`config.mk`:
```
export PLATFORM = sky130hd
export DESIGN_NAME = mvm_seq_sat
export DESIGN_NICKNAME = d
export VERILOG_FILES = /design/src/rtl/mvm_seq_sat.sv
export SDC_FILE = /design/constraint.sdc
export NUM_CORES = 1
export LEC_CHECK = 0
export ABC_AREA = 1
export CAP_MARGIN = 25
export CORE_MARGIN = 10
export CORE_UTILIZATION = 63
export DETAILED_ROUTE_END_ITERATION = 8
export GPL_TIMING_DRIVEN = 0
export PLACE_DENSITY = 0.81
export SYNTH_ARGS = -nofsm -noshare
export SYNTH_HDL_FRONTEND = slang
export SYNTH_SLANG_ARGS = --single-unit
```
`constraint.sdc`:
```
create_clock -name clk -period 11.4 [get_ports clk]
set_input_delay 1.14 -clock clk [delete_from_list [all_inputs] [get_ports clk]]
set_output_delay 1.14 -clock clk [all_outputs]
set_load 0.05 [all_outputs]
```
`src/rtl/mvm_seq_sat.sv`:
```
// Time-multiplexed signed fixed-point matrix-vector multiplier: c = A*b, one column of A per clock
// across H parallel MAC lanes, followed by rescale (floor or round-half-up) and saturation to DATA_WIDTH.
module mvm_seq_sat #(
  parameter int X          = 4,
  parameter int H          = 4,
  parameter int DATA_WIDTH = 8,
  parameter int FRAC_BITS  = 4,
  parameter int ROUND      = 0
) (
  input  logic                          clk,
  input  logic                          rst,
  input  logic [0:X*H*DATA_WIDTH-1]     a_in,
  input  logic [0:X*DATA_WIDTH-1]       b_in,
  input  logic                          in_valid,
  output logic                          in_ready,
  output logic [0:H*DATA_WIDTH-1]       c_out,
  output logic                          out_valid,
  input  logic                          out_ready,
  output logic                          busy,
  output logic [1:0]                    state_o
);

  // Handshake: a transfer happens on a rising edge where valid and ready are both high;
  // valid/ready seen at any other time carry no meaning. in_ready is high only in IDLE,
  // out_valid only in DONE, so accepting and delivering never overlap.

  localparam int DW = DATA_WIDTH;
  localparam int PW = 2 * DW;
  localparam int AW = 2 * DW + $clog2(X) + 1;
  localparam int CW = (X > 1) ? $clog2(X) : 1;

  localparam logic signed [AW-1:0] SMAX = {{(AW-DW+1){1'b0}}, {(DW-1){1'b1}}};
  localparam logic signed [AW-1:0] SMIN = {{(AW-DW+1){1'b1}}, {(DW-1){1'b0}}};
  localparam logic signed [AW-1:0] RND  = (ROUND != 0) ? (AW'(1) << (FRAC_BITS - 1)) : '0;

  typedef enum logic [1:0] {
    S_IDLE = 2'd0,
    S_MAC  = 2'd1,
    S_DONE = 2'd2
  } state_t;

  state_t                  state_q, state_d;
  logic [0:X*H*DW-1]       a_q, a_d;
  logic [0:X*DW-1]         b_q, b_d;
  logic [CW-1:0]           col_q, col_d;
  logic [0:H*DW-1]         c_q, c_d;
  logic signed [AW-1:0]    acc_q [H];
  logic signed [AW-1:0]    acc_d [H];
  logic signed [PW-1:0]    prod  [H];

  function automatic logic [DW-1:0] rescale_sat(input logic signed [AW-1:0] v);
    logic signed [AW-1:0] r;
    r = (v + RND) >>> FRAC_BITS;
    if (r > SMAX)      rescale_sat = SMAX[DW-1:0];
    else if (r < SMIN) rescale_sat = SMIN[DW-1:0];
    else               rescale_sat = r[DW-1:0];
  endfunction

  // One exact DW x DW product per lane for the current column.
  always_comb begin
    for (int m = 0; m < H; m++) begin
      prod[m] = PW'($signed(a_q[((m * X) + int'(col_q)) * DW +: DW]))
              * PW'($signed(b_q[int'(col_q) * DW +: DW]));
    end
  end

  always_comb begin
    state_d = state_q;
    a_d     = a_q;
    b_d     = b_q;
    col_d   = col_q;
    c_d     = c_q;
    acc_d   = acc_q;
    case (state_q)
      S_IDLE: begin
        if (in_valid) begin
          a_d     = a_in;
          b_d     = b_in;
          col_d   = '0;
          for (int m = 0; m < H; m++) acc_d[m] = '0;
          state_d = S_MAC;
        end
      end
      S_MAC: begin
        for (int m = 0; m < H; m++) acc_d[m] = acc_q[m] + AW'(prod[m]);
        col_d = col_q + CW'(1);
        if (col_q == CW'(X - 1)) begin
          col_d = '0;
          for (int m = 0; m < H; m++) c_d[m * DW +: DW] = rescale_sat(acc_d[m]);
          state_d = S_DONE;
        end
      end
      S_DONE: begin
        if (out_ready) state_d = S_IDLE;
      end
      default: state_d = S_IDLE;
    endcase
  end

  always_ff @(posedge clk) begin
    if (rst) begin
      state_q <= S_IDLE;
      a_q     <= '0;
      b_q     <= '0;
      col_q   <= '0;
      c_q     <= '0;
      for (int m = 0; m < H; m++) acc_q[m] <= '0;
    end else begin
      state_q <= state_d;
      a_q     <= a_d;
      b_q     <= b_d;
      col_q   <= col_d;
      c_q     <= c_d;
      acc_q   <= acc_d;
    end
  end

  assign in_ready  = (state_q == S_IDLE);
  assign busy      = (state_q == S_MAC);
  assign out_valid = (state_q == S_DONE);
  assign c_out     = c_q;
  assign state_o   = state_q;

endmodule

```
==> run metrics, run 1 <==
run status completed; CTS Root Cell clkbuf_16; post-synthesis async set-or-reset flop share 0%; CTS Hold Buffers Added 0; Post-Syn Instances 3255; Psw 2.76 mW; CTS Buf Count 30; Setup TNS Final 0 ns; sequential area share after synthesis between 20% and 30%; CP Capture Type register; I/O pin cnt 201; Peak Freq 0.131 GHz; commonest cells after routing, fill and taps aside nand2_1, nor2_1, inv_1; unrepaired setup endpoints after global routing no; Congestion Overflow GR 0; Slew Viols, Final 0; Final #Nets roughly 4200; clock network power share between 10% and 20%; Int Pwr 3.02 mW; Lkg Pwr ~14 nW; Final period util 66.8%; # setup viols final 0; top post-synthesis cells by area fa_1, dfxtp_1, nand2_1; final number of hold-violating endpoints 0; VDD IR max between 150 and 200 uV; Initial Util about 63%; mapped cell area about 25000 um2; Met3 Routed Length about 7.3 mm; Slew @ Worst Pin between 1 and 1.5 ns; post-route ant nets 0; first-pass GRT wire length 126 mm; WL final about 80 mm; CP arrival roughly 8.1 ns; met2 WL 37.5 mm; core area around 40000 um2; Synth Flop Type dfxtp_1; yosys warns 0; part of the power in registers approximately a fifth; GRT Overall Usage between 30% and 40%; number of buffers added on ports 200; drc violations 0; fraction of layout cells with a size suffix above 1 between 4 and 5%; syn avg cell area 7.71 um2; startpoint type of the worst setup path register; Worst Path Required ~12 ns; post-synthesis cell type count 43; WS Path Type register to register; sw frac a little under half; Rows between 70 and 80; vias in the first global route 24000; DR vias/cell between 5 and 6; clock sinks approximately 270; die area between 40000 and 50000 um2; htree depth 1; drt first pass iters 6; Tmin final 7.61 ns; max_cap viols 0; CTS tree done; Worst-Skew Late Latency 0.61 ns; via count 22800; largest net degree at the start of global routing 16; fraction of synthesized cell area taken by the top area cell type 26.8%; die height roughly 220 um; Synth area leader fa_1; PostCTS Resize Cnt 0; wl on met1 about 30 mm; Clock Skew between 0.015 and 0.02 ns; Max Used Layer met5; Comb pwr share 60.7%; P&R area growth vs syn 15.6%; hpwl dp between 60 and 70 mm; clk slew on worst S/H paths 0.07 ns; 1st-iter DRT viols around 1900; Placer Congestion 0.983; Worst Hold Class register to register; Tot Pwr roughly 5.8 mW; number of synthesized register bits between 200 and 300; Slew headroom between 10% and 20%; critical path peak fanout 10; initial antenna violation count 4; Die Wd around 220 um; Post-Syn Nets a little under 4000; commonest non-fill, non-tap cell in the layout nand2_1; clk buf depth 3; Post-synth EDFFs 0; setup repair bufs after CTS 0; DR WL/cell about 20 um; Power Dens Cells about 200 nW/um2
[state kept, by name, indices dropped and copies added (netlist names)]
signal / cells
b_q: 32
c_out: 32
acc_q: 76
col_q: 2
a_q: 128
state_o: 2
[cell type report]
class	instances	area (um2)
Buffer	127	520
Inverter	529	1990
Fill cell	3142	10500
Timing Repair Buffer	212	2120
Antenna cell	3	7.51
Clock buffer	36	803
Multi-Input combinational cell	2327	17200
Clock inverter	19	327
Tap cell	525	657
Sequential cell	272	5450
[power groups by stage]
stage,Combinational (mW),Sequential [mW],Clock (mW)
global route,3.96,1.15,1.17
global placement,3.33,1.15,0
finish,3.51,1.14,1.13
floorplan,2.55,1.14,0
detailed placement,3.42,1.16,0
CTS,3.46,1.14,1.13
[worst paths after layout]
kind	start	end	slack, ns	cells past startpoint
worst min register to register	acc_q[21]	acc_q[21]	0.46	2
worst max-delay path	col_q[1]	c_out[17]	3.79	23
worst max register to register	col_q[1]	c_out[17]	3.79	23
worst min-delay path	acc_q[21]	acc_q[21]	0.46	2
[through the flow]
| stage | area [um2] | setup WS [ns] | instances | utilization [%] | hold slack [ns] |
|---|---|---|---|---|---|
| 2_1_floorplan | 25100 | 5.08 | 3255 | - | 0.440 |
| 3_3_place_gp | 27800 | 3.48 | 3980 | 70.2 | 0.447 |
| 3_5_place_dp | 27900 | 4.08 | 3991 | 70.5 | 0.455 |
| 4_1_cts | 29000 | 4.05 | 4046 | 73.3 | 0.463 |
| 5_1_grt | 29000 | 3.52 | 4050 | 73.4 | 0.474 |
| 6_report | 29000 | 3.79 | 4050 | 73.4 | 0.464 |
[worst max-delay path, stage by stage, from the launching register on]
cell      delay (ns)
dfxtp_1         0.39
clkinv_1        0.26
buf_2           0.31
a32oi_2         1.03
inv_2           0.47
clkbuf_1        0.54
nor2_1          0.30
fa_1            0.45
fa_1            0.52
fa_1            0.54
fa_1            0.50
ha_1            0.31
ha_1            0.36
a21oi_1         0.23
o21ai_1         0.16
a21oi_2         0.19
nor2_1          0.06
nor2_1          0.21
inv_2           0.06
nand3_1         0.08
nand2_1         0.10
nand2_2         0.17
nand2_1         0.09
a21oi_1         0.15
[per-layer routing]
| metal | vias up | track usage (%) |
|---|---|---|
| li1 | 10500 | - |
| met5 | - | 0 |
| met4 | 2 | 17.9 |
| met1 | 11000 | 39.5 |
| met3 | 269 | 8.02 |
| met2 | 1000 | 55.8 |
[Yosys cell counts, types with 3 or more instances]
library cell    n
nor2_1        564
o21ai_0       200
nor2_2          8
inv_2          12
or2_2           5
nand3b_1        6
nand4_1        19
inv_1         516
a21oi_2         9
fa_1          336
o21ai_2         3
a21o_1          5
xnor2_1        34
buf_4           5
nand2_2        13
clkbuf_1       88
a32oi_1        38
dfxtp_1       272
o21ai_1        11
nand2_1       601
o21bai_1        8
buf_1          14
buf_2          20
a21oi_1       181
ha_1          177
nand3_1        70
xor2_1         13
nor3_1          4
a21boi_1        3
[kinds of logic after synthesis]
group,after synthesis,synth area share [%]
adders and majority gates,513,35.6
xor gates and xnor gates,49,1.77
buffers and inverters,656,9.98
DFF,272,21.7
and+or+nand+nor,1296,20.4
AOI/OAI and AO/OA,469,10.5
(Power assumes the default switching activity.)
==> inputs of run 2 (changes only) <==
- CORE_UTILIZATION: 63 -> 61
- PLACE_DENSITY: 0.81 -> 0.79
- clock period: 11.4 -> 7.1 ns (I/O delays scaled with it)
==> run metrics, run 2 (synthesis results as in run 1) <==
run status completed (unchanged); Worst Path Required 7.63 ns (was 11.93 ns); clock network power share 19.6% (about the same); die area 49700 um2 (was 48200 um2); Comb pwr share 60.8% (was 60.7%); DR WL/cell 19.9 um (was 19.7 um); max_cap viols 0 (unchanged); placed cell areas 27900 um2 (about the same); part of the power in registers 19.6% (was 19.7%); VDD IR max 274 uV (was 179 uV); WS Path Type register to register (unchanged); Tmin final 6.89 ns (was 7.61 ns); startpoint type of the worst setup path register (unchanged); Final Instance Area 29500 um2 (was 29000 um2); Worst R2R Start col_q[0] (was col_q[1]); Power Dens Cells 317 nW/um2 (was 199 nW/um2); CP arrival 7.41 ns (was 8.14 ns); initial antenna violation count 1 (was 4); Final #Nets 4182 (was 4176); commonest non-fill, non-tap cell in the layout nand2_1 (unchanged); WL final 80.7 mm (was 79.6 mm); 1st-iter DRT viols 1893 (was 1854); Slew Viols, Final 0 (unchanged); Worst-Skew Late Latency 0.61 ns (about the same); drt first pass iters 6 (unchanged); number of buffers added on ports 200 (unchanged); final number of hold-violating endpoints 0 (unchanged); fraction of layout cells with a size suffix above 1 6.03% (was 4.26%); crit path launch col_q[0] (was col_q[1]); Worst Hold Class register to register (unchanged); CP Capture Type register (unchanged); Tot Pwr 9.35 mW (was 5.77 mW); Die Wd 223 um (was 220 um); largest reg by FF count a_q (unchanged); Clock Skew 0.0284 ns (was 0.0183 ns); DR vias/cell 5.58 (was 5.63); Placer Congestion 0.971 (was 0.983); Int Pwr 4.87 mW (was 3.02 mW); # setup viols final 0 (unchanged); Initial Util 61.6% (was 63.5%); CTS Root Cell clkbuf_16 (unchanged); via count 22700 (was 22800); die height 223 um (was 220 um); CTS Hold Buffers Added 0 (unchanged); Rows 74 (was 73); Slew @ Worst Pin 1.13 ns (was 1.32 ns); I/O pin cnt 201 (unchanged); max incr delay on CP 0.55 ns (was 1.03 ns); vias in the first global route 23700 (was 24000); final cell count without fillers 4062 (was 4050); sw frac 47.9% (was 47.7%); Lkg Pwr 14.3 nW (was 14.1 nW); core area 40700 um2 (was 39500 um2); clk slew on worst S/H paths 0.07 ns (about the same); clk buf depth 3 (unchanged); Slew headroom 25.0% (was 11.9%); Final period util 97.0% (was 66.8%); CTS Buf Count 31 (was 30); Critical-path top delay cell a32oi_1 (was a32oi_2); GRT Overall Usage 32.2% (was 33.5%); commonest cells after routing, fill and taps aside nand2_1, nor2_1, inv_1 (unchanged); Largest register FFs 128 (unchanged); CTS tree done (unchanged); htree depth 1 (unchanged); Congestion Overflow GR 0 (unchanged); diode count 0 (was 3); hpwl dp 64.9 mm (was 64.4 mm); Peak Freq 0.145 GHz (was 0.131 GHz); Hold Startpoint acc_q[39] (was acc_q[21]); Psw 4.48 mW (was 2.76 mW); drc violations 0 (unchanged); clock sinks 272 (unchanged); post-route ant nets 0 (unchanged); top flop regs a_q: 128 flops, acc_q: 76 flops (unchanged); critical path peak fanout 10 (unchanged); fin util 72.3% (was 73.4%); largest net degree at the start of global routing 17 (was 16); most used cell, CP nand2_1 (was fa_1); first-pass GRT wire length 127 mm (was 126 mm); P&R area growth vs syn 17.3% (was 15.6%); placed insts 3998 (was 3991)
## run 2: metal layers
layer	vias to the layer above	routed length, um	track usage, %
li1	10500	-	-
met1	11000	31000	39.2
met2	919	38200	54.1
met3	248	6680	6.00
met4	0	4840	15.8
met5	-	0	0
## run 2: worst max-delay path, delay by kind of cell, from the launching register on
kind | cells | cell delay [ns]
compound gates | 4 | 1.15
buf+inv | 8 | 1.28
fa+ha+maj | 6 | 2.86
simple gates | 10 | 1.15
flops | 1 | 0.34
## run 2: through the flow
stage | setup slack [ns] | hold WS, ns | setup TNS, ns
floorplan | 0.779 | 0.440 | 0
global placement | -0.896 | 0.448 | -21.12
finish | 0.215 | 0.466 | 0
global route | -0.0885 | 0.484 | -0.503
CTS | 0.0104 | 0.464 | 0
detailed placement | -0.335 | 0.453 | -6.46
## run 2: path summary, 6_finish.rpt
kind,end,slack (ns),cells past startpoint
worst max-delay path,c_out[25],0.21,28
worst min register to register,acc_q[39],0.47,2
worst max register to register,c_out[25],0.21,28
worst min-delay path,acc_q[39],0.47,2
## run 2: area by class of cell
cell class	count	area (um2)
Fill cell	3276	11300
Tap cell	532	666
Inverter	529	2000
Multi-Input combinational cell	2327	17500
Clock inverter	19	280
Buffer	127	552
Sequential cell	272	5450
Clock buffer	39	876
Timing Repair Buffer	217	2180
## run 2: repair_timing
item                       4_1_cts  5_1_grt
pin swaps                        1        2
setup buffers                    2        4
gates resized for setup         11       65
setup endpoints to repair       33       36
## run 2: power by group through the flow
stage	combinational (mW)	sequential, mW	clock (mW)
2_1_floorplan	4.10	1.83	0
3_3_place_gp	5.39	1.85	0
3_5_place_dp	5.53	1.86	0
4_1_cts	5.60	1.83	1.83
5_1_grt	6.45	1.85	1.88
6_report	5.69	1.83	1.83
==> inputs of run 3 (changes only) <==
- SETUP_SLACK_MARGIN: default -> 0.05
==> run metrics, run 3 (synthesis results as in run 1) <==
post-route ant nets 0 (unchanged); I/O pin cnt 201 (unchanged); Final period util 96.3% (was 97.0%); vias in the first global route 23700 (about the same); die height 223 um (unchanged); CTS Hold Buffers Added 0 (unchanged); CP Capture Type register (unchanged); commonest cells after routing, fill and taps aside nand2_1, nor2_1, inv_1 (unchanged); # setup viols final 0 (unchanged); DR WL/cell 19.9 um (about the same); most used cell, CP nand2_1 (unchanged); clk slew on worst S/H paths 0.07 ns (about the same); Lkg Pwr 14.3 nW (about the same); placed insts 3998 (unchanged); fin util 72.4% (was 72.3%); Final Instance Area 29500 um2 (about the same); startpoint type of the worst setup path register (unchanged); diode count 0 (unchanged); drt first pass iters 5 (was 6); run status completed (unchanged); htree depth 1 (unchanged); CTS tree done (unchanged); CTS Root Cell clkbuf_16 (unchanged); Initial Util 61.6% (unchanged); initial antenna violation count 1 (unchanged); Clock Skew 0.0329 ns (was 0.0284 ns); critical path peak fanout 10 (unchanged); clk buf depth 3 (unchanged); VDD IR max 273 uV (was 274 uV); drc violations 0 (unchanged); fraction of layout cells with a size suffix above 1 6.12% (was 6.03%); unrepaired setup endpoints after global routing yes; Slew Viols, Final 0 (unchanged); number of buffers added on ports 200 (unchanged); Tmin final 6.84 ns (was 6.89 ns); CP arrival 7.36 ns (was 7.41 ns); Worst-Skew Late Latency 0.62 ns (was 0.61 ns); Slew headroom 25.4% (was 25.0%); commonest non-fill, non-tap cell in the layout nand2_1 (unchanged); Congestion Overflow GR 0 (unchanged); die area 49700 um2 (unchanged); WHS 0.464 ns (was 0.466 ns); top flop regs a_q: 128 flops, acc_q: 76 flops (unchanged); Placer Congestion 0.971 (unchanged); clock sinks 272 (unchanged); placed cell areas 27900 um2 (unchanged); Critical-path top delay cell a32oi_1 (unchanged); CTS Buf Count 31 (unchanged); hpwl dp 64.9 mm (unchanged); WS Path Type register to register (unchanged); P&R area growth vs syn 17.5% (was 17.3%); Setup TNS Final 0 ns (unchanged); Rows 74 (unchanged); WL final 80.9 mm (was 80.7 mm); max incr delay on CP 0.55 ns (about the same); first-pass GRT wire length 127 mm (about the same); Worst Path Required 7.63 ns (about the same); max_cap viols 0 (unchanged); Largest register FFs 128 (unchanged); 1st-iter DRT viols 1909 (was 1893); Die Wd 223 um (unchanged); Power Dens Cells 317 nW/um2 (about the same); GRT Overall Usage 32.2% (about the same); final number of hold-violating endpoints 0 (unchanged); via count 22800 (was 22700); largest reg by FF count a_q (unchanged); Peak Freq 0.146 GHz (was 0.145 GHz); Final #Nets 4182 (unchanged); Worst Hold Class register to register (unchanged); core area 40700 um2 (unchanged); DR vias/cell 5.62 (was 5.58); final cell count without fillers 4062 (unchanged); Slew @ Worst Pin 1.12 ns (was 1.13 ns); largest net degree at the start of global routing 17 (unchanged)
==> run 3: changes by cell type in the layout (fill, tap and decap cells not counted), sizes merged <==
cell / previous run / this run
buf: 44 / 46
clkbuf: 139 / 137
clkinvlp: 5 / 4
clkinv: 9 / 10
==> run 3: worst paths after layout <==
path | startpoint | endpoint | slack, ns | depth (start not counted)
setup / recovery | col_q[0] | c_out[25] | 0.26 | 28
hold / removal | acc_q[20] | acc_q[20] | 0.46 | 2
setup reg to reg | col_q[0] | c_out[25] | 0.26 | 28
hold reg to reg | acc_q[20] | acc_q[20] | 0.46 | 2
==> run 3: through the flow <==
step	worst slack [ns]	power (mW)
global placement	-0.896	7.24
finish	0.263	9.36
detailed placement	-0.335	7.39
global route	-0.0153	10.2
floorplan	0.779	5.93
CTS	0.119	9.27
==> run 3: report_power, final <==
| group | switching [mW] | internal [mW] | total [mW] |
|---|---|---|---|
| clock | 0.736 | 1.10 | 1.83 |
| sequential | 0.127 | 1.70 | 1.83 |
| combinational | 3.62 | 2.08 | 5.70 |
| total | 4.48 | 4.88 | 9.36 |
==> run 3: worst max-delay path: cells and delay by family, from the launching register on <==
| family | cells | cell delay, ns |
|---|---|---|
| AO/OA/AOI/OAI | 4 | 1.14 |
| adder cells (fa/ha/maj) | 6 | 2.87 |
| AND/OR/NAND/NOR | 10 | 1.16 |
| flip-flops | 1 | 0.34 |
| buffers and inverters | 8 | 1.22 |
==> run 3: routing by layer <==
layer	share of wire, %	vias up	track usage (%)	wire length, um
li1	-	10500	-	-
met1	39	11100	39.3	31400
met2	48	968	54.1	38500
met3	7.8	252	5.83	6270
met4	5.8	0	15.9	4680
met5	0	-	0	0
==> run 3: repair_timing <==
item	4_1_cts	5_1_grt
gates resized for setup	11	80
buffers inserted	3	3
pin swaps	1	1
setup endpoints to repair	37	35
==> run 3: final cells by class <==
cell class,count,area [um2]
Buffer,127,557
Clock buffer,39,876
Clock inverter,19,280
Fill cell,3257,11200
Inverter,529,2000
Multi-Input combinational cell,2327,17500
Sequential cell,272,5450
Tap cell,532,666
Timing Repair Buffer,217,2180
